File: config.mk
export PLATFORM = sky130hd
export DESIGN_NAME = serial_add_ctrl
export DESIGN_NICKNAME = d
export VERILOG_FILES = /design/src/rtl/serial_add_pkg.sv /design/src/rtl/serial_add_ctrl_fa.sv /design/src/rtl/serial_add_ctrl.sv
export SDC_FILE = /design/constraint.sdc
export NUM_CORES = 1
export LEC_CHECK = 0
export ABC_AREA = 1
export ABC_CLOCK_PERIOD_IN_PS = 1500
export BUFFER_PORTS_ARGS = -buffer_cell sky130_fd_sc_hd__buf_4
export CAP_MARGIN = 20
export CORE_MARGIN = 5
export CORE_UTILIZATION = 30
export CTS_CLUSTER_SIZE = 10
export DETAILED_ROUTE_END_ITERATION = 6
export HOLD_SLACK_MARGIN = 0.15
export PLACE_DENSITY = 0.5
export SLEW_MARGIN = 10
export SYNTH_ARGS = -nofsm -noshare
export SYNTH_HDL_FRONTEND = slang
export SYNTH_SLANG_ARGS = --single-unit
export TNS_END_PERCENT = 30
File: constraint.sdc
create_clock -name clk -period 1.5 [get_ports clk]
set_clock_uncertainty 0.1 [all_clocks]
set_input_delay 0.15 -clock clk [delete_from_list [all_inputs] [get_ports clk]]
set_output_delay 0.15 -clock clk [all_outputs]
set_load 0.02 [all_outputs]
File: src/rtl/serial_add_pkg.sv
// Shared types for the bit-serial adder controller.
// FSM state encoding and counter sizing helper.
package serial_add_pkg;

  typedef enum logic [1:0] {
    IDLE = 2'd0,
    RUN  = 2'd1,
    DONE = 2'd2
  } state_t;

  // One extra bit so WIDTH=1 and powers of two fit.
  function automatic int cnt_width(input int w);
    return $clog2(w) + 1;
  endfunction

endpackage

File: src/rtl/serial_add_ctrl_fa.sv
// One-bit full adder used as the per-bit datapath slice.
// Ports: a, b, cin -> y (sum bit), carry (carry out).
module full_adder (
  input  logic a,
  input  logic b,
  input  logic cin,
  output logic y,
  output logic carry
);

  assign y     = a ^ b ^ cin;
  assign carry = (a & b) | (cin & (a ^ b));

endmodule

File: src/rtl/serial_add_ctrl.sv
// Bit-serial adder: one full_adder time-shared LSB first.
// Ports: clk, rst_n, start, a, b, cin -> busy, done, sum, cout.
module serial_add_ctrl
  import serial_add_pkg::*;
#(
  parameter int WIDTH = 8
) (
  input  logic             clk,
  input  logic             rst_n,
  input  logic             start,
  input  logic [WIDTH-1:0] a,
  input  logic [WIDTH-1:0] b,
  input  logic             cin,
  output logic             busy,
  output logic             done,
  output logic [WIDTH-1:0] sum,
  output logic             cout
);

  localparam int CW = cnt_width(WIDTH);

  state_t           st;
  logic [WIDTH-1:0] asr;
  logic [WIDTH-1:0] bsr;
  logic [WIDTH-1:0] ssr;
  logic             cy;
  logic [CW-1:0]    cnt;
  logic             fy;
  logic             fc;
  logic [WIDTH-1:0] snext;
  logic             last;

  full_adder u_fa (
    .a     (asr[0]),
    .b     (bsr[0]),
    .cin   (cy),
    .y     (fy),
    .carry (fc)
  );

  // New sum bit enters at the MSB; after WIDTH shifts
  // bit 0 of the result sits at ssr[0].
  assign snext = (ssr >> 1) | (WIDTH'(fy) << (WIDTH - 1));
  assign last  = (cnt == CW'(WIDTH - 1));

  always_ff @(posedge clk or negedge rst_n) begin
    if (!rst_n) begin
      st   <= IDLE;
      asr  <= '0;
      bsr  <= '0;
      ssr  <= '0;
      cy   <= 1'b0;
      cnt  <= '0;
      busy <= 1'b0;
      done <= 1'b0;
      sum  <= '0;
      cout <= 1'b0;
    end else begin
      unique case (st)
        IDLE: begin
          done <= 1'b0;
          if (start) begin
            asr  <= a;
            bsr  <= b;
            ssr  <= '0;
            cy   <= cin;
            cnt  <= '0;
            busy <= 1'b1;
            st   <= RUN;
          end
        end
        RUN: begin
          asr <= asr >> 1;
          bsr <= bsr >> 1;
          ssr <= snext;
          cy  <= fc;
          cnt <= cnt + 1'b1;
          if (last) begin
            sum  <= snext;
            cout <= fc;
            busy <= 1'b0;
            done <= 1'b1;
            st   <= DONE;
          end
        end
        DONE: begin
          done <= 1'b0;
          st   <= IDLE;
        end
        default: begin
          busy <= 1'b0;
          done <= 1'b0;
          st   <= IDLE;
        end
      endcase
    end
  end

endmodule

==> results.md, run 1 <==
* Fin. max-slew vios at 0
* Final setup vio count at 0
* # diodes at 0
* GR Overflow Total at 0
* Layout area overhead at 33.91%
* Max Fanout on Critical Path at 8
* Slew headroom at 65.12%
* PortBufs at 30
* Crit. End Element: flip-flop
* Initial antenna violation count at 0
* Worst hold slack at 280.1 ps
* Fillcell total at 630
* CTS tree: done
* Worst-path clk slew at 70 ps
* Final hold violations at 0
* CTS Root Buffer Type: clkbuf_8
* Max Buffers Root-to-Sink at 2
* Final non-filler cell area at 2406 um2
* P_sw at 1.723 mW
* Clock buffer count from CTS at 5
* Iter 0 DRT Violations at 69
* Static leakage at 1.221 nW
* R2R depth at 6
* Slew @ Worst Pin at 523.2 ps
* FF+latch count, synth at 41
* Antenna viol nets, final at 0
* CP Class: reg2reg
* Max-cap viol count at 0
* Mapped Area at 1797 um2
* CP required at 1620 ps
* First-pass GRT wire length at 6803 um
* Area of the multi-input gates at 659.4 um2
* DR vias at 1,490
* Place WS at 106.4 ps
* Comb pwr share at 43.0%
* Largest net degree at the start of global routing at 42
* Clock network power share at 14.8%
* Utilization after layout at 40.88%
* Routed len/inst at 12.13 um
* Core Region at 5886 um2
* Fmax at 0.7326 GHz
* Hold Path Class: in2async
* Switching share of total power at 39.02%
* DIE AREA at 7637 um2
* DIE WIDTH at 87.39 um
* P_int at 2.692 mW
* Syn Nets at 222
* P per Cell Area at 1835 nW/um2
* RSZ-0062 raised after global routing: no
* HPWL Detailed at 2700 um
* FF+latch area at 1026 um2
* Syn_area_per_cell at 8.984 um2
* Initial Util at 30.53%
* Critical Path Source Type: flip-flop
* Share of cells above drive strength 1 at 20.78%
* Vias in the first global route at 1,485
* Netlist cell types at 20
* Worst skew pair latency at 280 ps
* Total Wirelength at 4004 um
* Status: completed
* Row Count at 28
* Register area share after synthesis at 57.10%
* Nets at 278
* Max VDD drop at 0.7033 mV
* Yosys Warn Count at 0
* Final Cycle Share at 91.00%
* H-tree Lvls at 2
* RD Place Congestion at 0.7164
* Cell Area, Placed at 2131 um2
* 1st-pass router iterations at 4
* Crit path DAT at 1490 ps
* PnR worst setup slack at 135.0 ps
* IO Count at 31
* Post-Route Setup TNS at 0 ps
* Post-DR vias/cell at 4.515
* Gr usage total at 11.25%
* Seq pwr share at 42.2%
* DRC Markers at 0
* Die Y at 87.39 um
* Tmin final at 1365 ps
* Post-CTS Setup Inserts at 0
* Syn Inst Count at 200
* Clk sink count at 41
[power by group through the flow]
stage	combinational [mW]	sequential [mW]	clock, mW
detailed placement	1.88	1.88	0
global route	2.17	1.94	0.727
CTS	1.93	1.87	0.689
global placement	1.86	1.87	0
finish	1.90	1.86	0.654
floorplan	1.12	1.99	0
[critical path: stages (launching register included)]
cell	delay, ps
dfrtp_1	380
ha_1	210
nand2_1	110
nor2_4	150
buf_4	180
nand3_1	90
nand2_1	90
[routing by layer]
| metal | GRT usage [%] | share of wire, % | up-vias |
|---|---|---|---|
| met5 | 0 | 0 | - |
| met4 | 2.929 | 0.37 | 0 |
| met2 | 18.36 | 46 | 27 |
| met3 | 2.744 | 4.7 | 2 |
| met1 | 14.90 | 49 | 701 |
| li1 | - | - | 760 |
[metrics by stage]
step | power [mW] | cells
after CTS | 4.482 | 329
after floorplan | 3.108 | 200
after detailed placement | 3.768 | 304
after global placement | 3.735 | 304
final | 4.415 | 330
after global routing | 4.835 | 330
[layout by cell type (no fill, tap or decap)]
cell type      netlist  final
clkbuf_8             0      5
nand2_2              2      2
fa_1                 1      1
nand3_1             45     45
nor2_1               8      7
inv_1               12     12
clkinv_2             0      1
buf_4                5     36
nand2_1             64     65
buf_12               0      2
nand3b_1             1      1
inv_2                2      2
nand4_1              1      1
ha_1                 1      1
a21oi_2              1      1
o21ai_0              1      1
o21ai_1              3      3
o22ai_1              5      5
nand2_4              2      2
nor2_4               1      2
dlygate4sd3_1        0     19
dfrtp_1             41     41
[cell type report]
cell class	count	share of cell area (%)
Multi-Input combinational cell	137	27.41
Clock inverter	1	0.2080
Sequential cell	41	42.64
Timing Repair Buffer	57	20.80
Tap cell	75	3.900
Inverter	14	2.184
Clock buffer	5	2.860
[synthesized netlist by cell type (all sizes together)]
| library cell | n | area [um2] |
|---|---|---|
| o21ai | 4 | 20.01 |
| a21oi | 1 | 8.760 |
| nand4 | 1 | 6.260 |
| nand3b | 1 | 7.510 |
| nor2 | 9 | 41.29 |
| nand2 | 68 | 275.3 |
| ha | 1 | 12.51 |
| o22ai | 5 | 31.28 |
| nand3 | 45 | 225.2 |
| dfrtp | 41 | 1026 |
| fa | 1 | 20.02 |
| inv | 14 | 52.55 |
| buf | 9 | 70.07 |
[state kept, by name (all words and copies together) (netlist names)]
| signal | flops |
|---|---|
| asr | 8 |
| bsr | 8 |
| busy | 1 |
| cnt | 4 |
| cout | 1 |
| cy | 1 |
| done | 1 |
| ssr | 7 |
| st | 2 |
| sum | 8 |
[worst paths after layout]
path / slack (ps) / endpoint / start
setup / recovery: 140 / sum[1] / cnt[1]
hold / removal: 280 / sum[0] / rst_n
setup reg to reg: 140 / sum[1] / cnt[1]
hold reg to reg: 380 / sum[4] / sum[4]
max in group asynchronous: 660 / cnt[1] / rst_n
min in group clk: 380 / sum[4] / sum[4]
[cell families after synthesis]
group	after synthesis	synth area share, %
simple gates	124	30.92
flops	41	57.10
buf+inv	23	6.825
compound gates	10	3.342
fa+ha+maj	2	1.811
[repair_timing]
| action | in CTS | in global routing |
|---|---|---|
| hold buffers | 19 | 0 |
| endpoints found under the setup margin | 0 | 9 |
| gates resized for setup | 0 | 2 |
| hold endpoints to repair | 60 | 0 |
Note: power is estimated with default switching activity, not from simulation.
==> inputs of run 2 (changes only) <==
--- a/config.mk
+++ b/config.mk
@@ -10,11 +10,11 @@
 export BUFFER_PORTS_ARGS = -buffer_cell sky130_fd_sc_hd__buf_4
 export CAP_MARGIN = 20
 export CORE_MARGIN = 5
-export CORE_UTILIZATION = 30
+export CORE_UTILIZATION = 54
 export CTS_CLUSTER_SIZE = 10
 export DETAILED_ROUTE_END_ITERATION = 6
 export HOLD_SLACK_MARGIN = 0.15
-export PLACE_DENSITY = 0.5
+export PLACE_DENSITY = 0.79
 export SLEW_MARGIN = 10
 export SYNTH_ARGS = -nofsm -noshare
 export SYNTH_HDL_FRONTEND = slang
==> results.md, run 2 (synthesized netlist as in run 1, its figures left out) <==
* Initial antenna violation count at 0 (unchanged)
* Post-Route Setup TNS at 0 ps (unchanged)
* Clock buffer count from CTS at 5 (unchanged)
* CTS Root Buffer Type: clkbuf_4
* Tmin final at 1346 ps (-18.52 ps)
* First-pass GRT wire length at 6423 um (-5.6%)
* Fin. max-slew vios at 0 (unchanged)
* DR vias at 1,513 (+1.5%)
* Antenna viol nets, final at 0 (unchanged)
* H-tree Lvls at 2 (unchanged)
* Gr usage total at 18.81% (+7.6 points)
* DRC Markers at 0 (unchanged)
* Final setup vio count at 0 (unchanged)
* Cell Area, Placed at 2054 um2 (-3.6%)
* Final non-filler cell area at 2332 um2 (-3.1%)
* Worst-path clk slew at 120 ps (+50 ps)
* Max VDD drop at 1.136 mV (+61%)
* CTS tree: done
* Final hold violations at 0 (unchanged)
* Share of cells above drive strength 1 at 20.47% (-0.31 points)
* Delay-heaviest family, CP: flip-flops
* P per Cell Area at 1881 nW/um2 (+2.5%)
* Status: completed
* Core Region at 3284 um2 (-44%)
* # diodes at 0 (unchanged)
* Clk sink count at 41 (unchanged)
* Worst path bufs/invs at 2 (+1)
* RSZ-0062 raised after global routing: no
* Most common cell after layout, fill and taps aside: nand2_1
* 1st-pass router iterations at 4 (unchanged)
* CP required at 1690 ps (+70 ps)
* HPWL Detailed at 2342 um (-13%)
* Initial Util at 54.70% (+24 points)
* Crit path DAT at 1530 ps (+40 ps)
* Max-cap viol count at 0 (unchanged)
* Post-CTS Setup Inserts at 0 (unchanged)
* Fmax at 0.7427 GHz (+1.4%)
* Slowest stage delay, CP at 440 ps (+60 ps)
* PortBufs at 30 (unchanged)
* Layout area overhead at 29.81%
* Crit path max-delay cell type: dfrtp_1
* Final Cycle Share at 89.76% (-1.2 points)
* Fillcell total at 252 (-60%)
* CP Class: reg2reg
* IO Count at 31 (unchanged)
* Routed len/inst at 12.53 um (+3.3%)
* Biggest regs: asr (8), bsr (8), sum (8)
* Utilization after layout at 71.01% (+30 points)
* Hold Path Class: in2async
* Worst hold slack at 208.4 ps (-71.68 ps)
* Max Buffers Root-to-Sink at 2 (unchanged)
* Static leakage at 1.206 nW (-1.2%)
* Crit. End Element: flip-flop
* Largest net degree at the start of global routing at 42 (unchanged)
* Row Count at 21 (-25%)
* Slew @ Worst Pin at 504.6 ps (-18.52 ps)
* DIE WIDTH at 67.68 um (-23%)
* Total Wirelength at 3759 um (-6.1%)
* Worst skew pair latency at 350 ps (+70 ps)
* RD Place Congestion at 0.8559 (+19%)
* Max Fanout on Critical Path at 19 (+11)
* Slew headroom at 66.36% (+1.2 points)
* Iter 0 DRT Violations at 154 (+120%)
* GR Overflow Total at 0 (unchanged)
* Vias in the first global route at 1,480 (-0.34%)
* DIE AREA at 4581 um2 (-40%)
* Commonest cells after routing, fill and taps aside: nand2_1 (64), nand3_1 (45), dfrtp_1 (41)
* Place WS at 100.5 ps (-5.937 ps)
* Post-DR vias/cell at 5.043 (+12%)
* Nets at 275 (-1.1%)
* Most used cell, CP: nand3_1
* PnR worst setup slack at 153.5 ps (+18.52 ps)
* Critical Path Source Type: flip-flop
* Crit path cell chain: inv_1 -> nand2_1 -> buf_4 -> nand3_1 -> nand3_1
* Die Y at 67.68 um (-23%)
run 2: report_power, final:
part,internal [mW],switching [mW],leakage [nW]
sequential,1.57,0.290,0.526
clock,0.398,0.356,0.0455
combinational,0.724,1.05,0.635
run 2: cell type report:
cell class                 count  area, um2  area share (%)
clock inverter                 1      30.03           1.288
clock buffer                   7      55.05           2.361
timing repair buffer          55      460.4           19.74
tap                           46      57.56           2.468
sequential                    41       1026           43.99
multi-input combinational    136      650.6           27.90
inverter                      14      52.55           2.253
run 2: timing repair:
item	CTS	global route
setup endpoints to repair	0	5
hold endpoints to repair	67	0
hold buffers	19	0
gates resized for setup	0	1
run 2: metrics by stage:
step | power (mW) | instances
after detailed placement | 3.620 | 273
final | 4.386 | 300
after global routing | 4.718 | 300
after global placement | 3.551 | 273
after floorplan | 3.108 | 200
after CTS | 4.407 | 300
run 2: worst register-to-register path, stage by stage, from the launching register on:
cell and delay [ps]:
dfrtp_1 440, inv_1 110, nand2_1 130, buf_4 260, nand3_1 130, nand3_1 120
run 2: per-layer routing:
layer | GRT usage, % | part of all wire (%)
met1 | 22.27 | 44
met2 | 32.69 | 50
met3 | 5.824 | 4.3
met4 | 5.316 | 1.6
met5 | 0 | 0
run 2: path summary, 6_finish.rpt:
check | slack, ps | to | depth (start not counted) | start
worst max-delay path | 150 | cy | 5 | st[1]
worst min-delay path | 210 | sum[2] | 2 | rst_n
worst max register to register | 150 | cy | 5 | st[1]
worst min register to register | 380 | sum[0] | 2 | sum[0]
max in group asynchronous | 750 | ssr[4] | 2 | rst_n
min in group clk | 380 | sum[0] | 2 | sum[0]
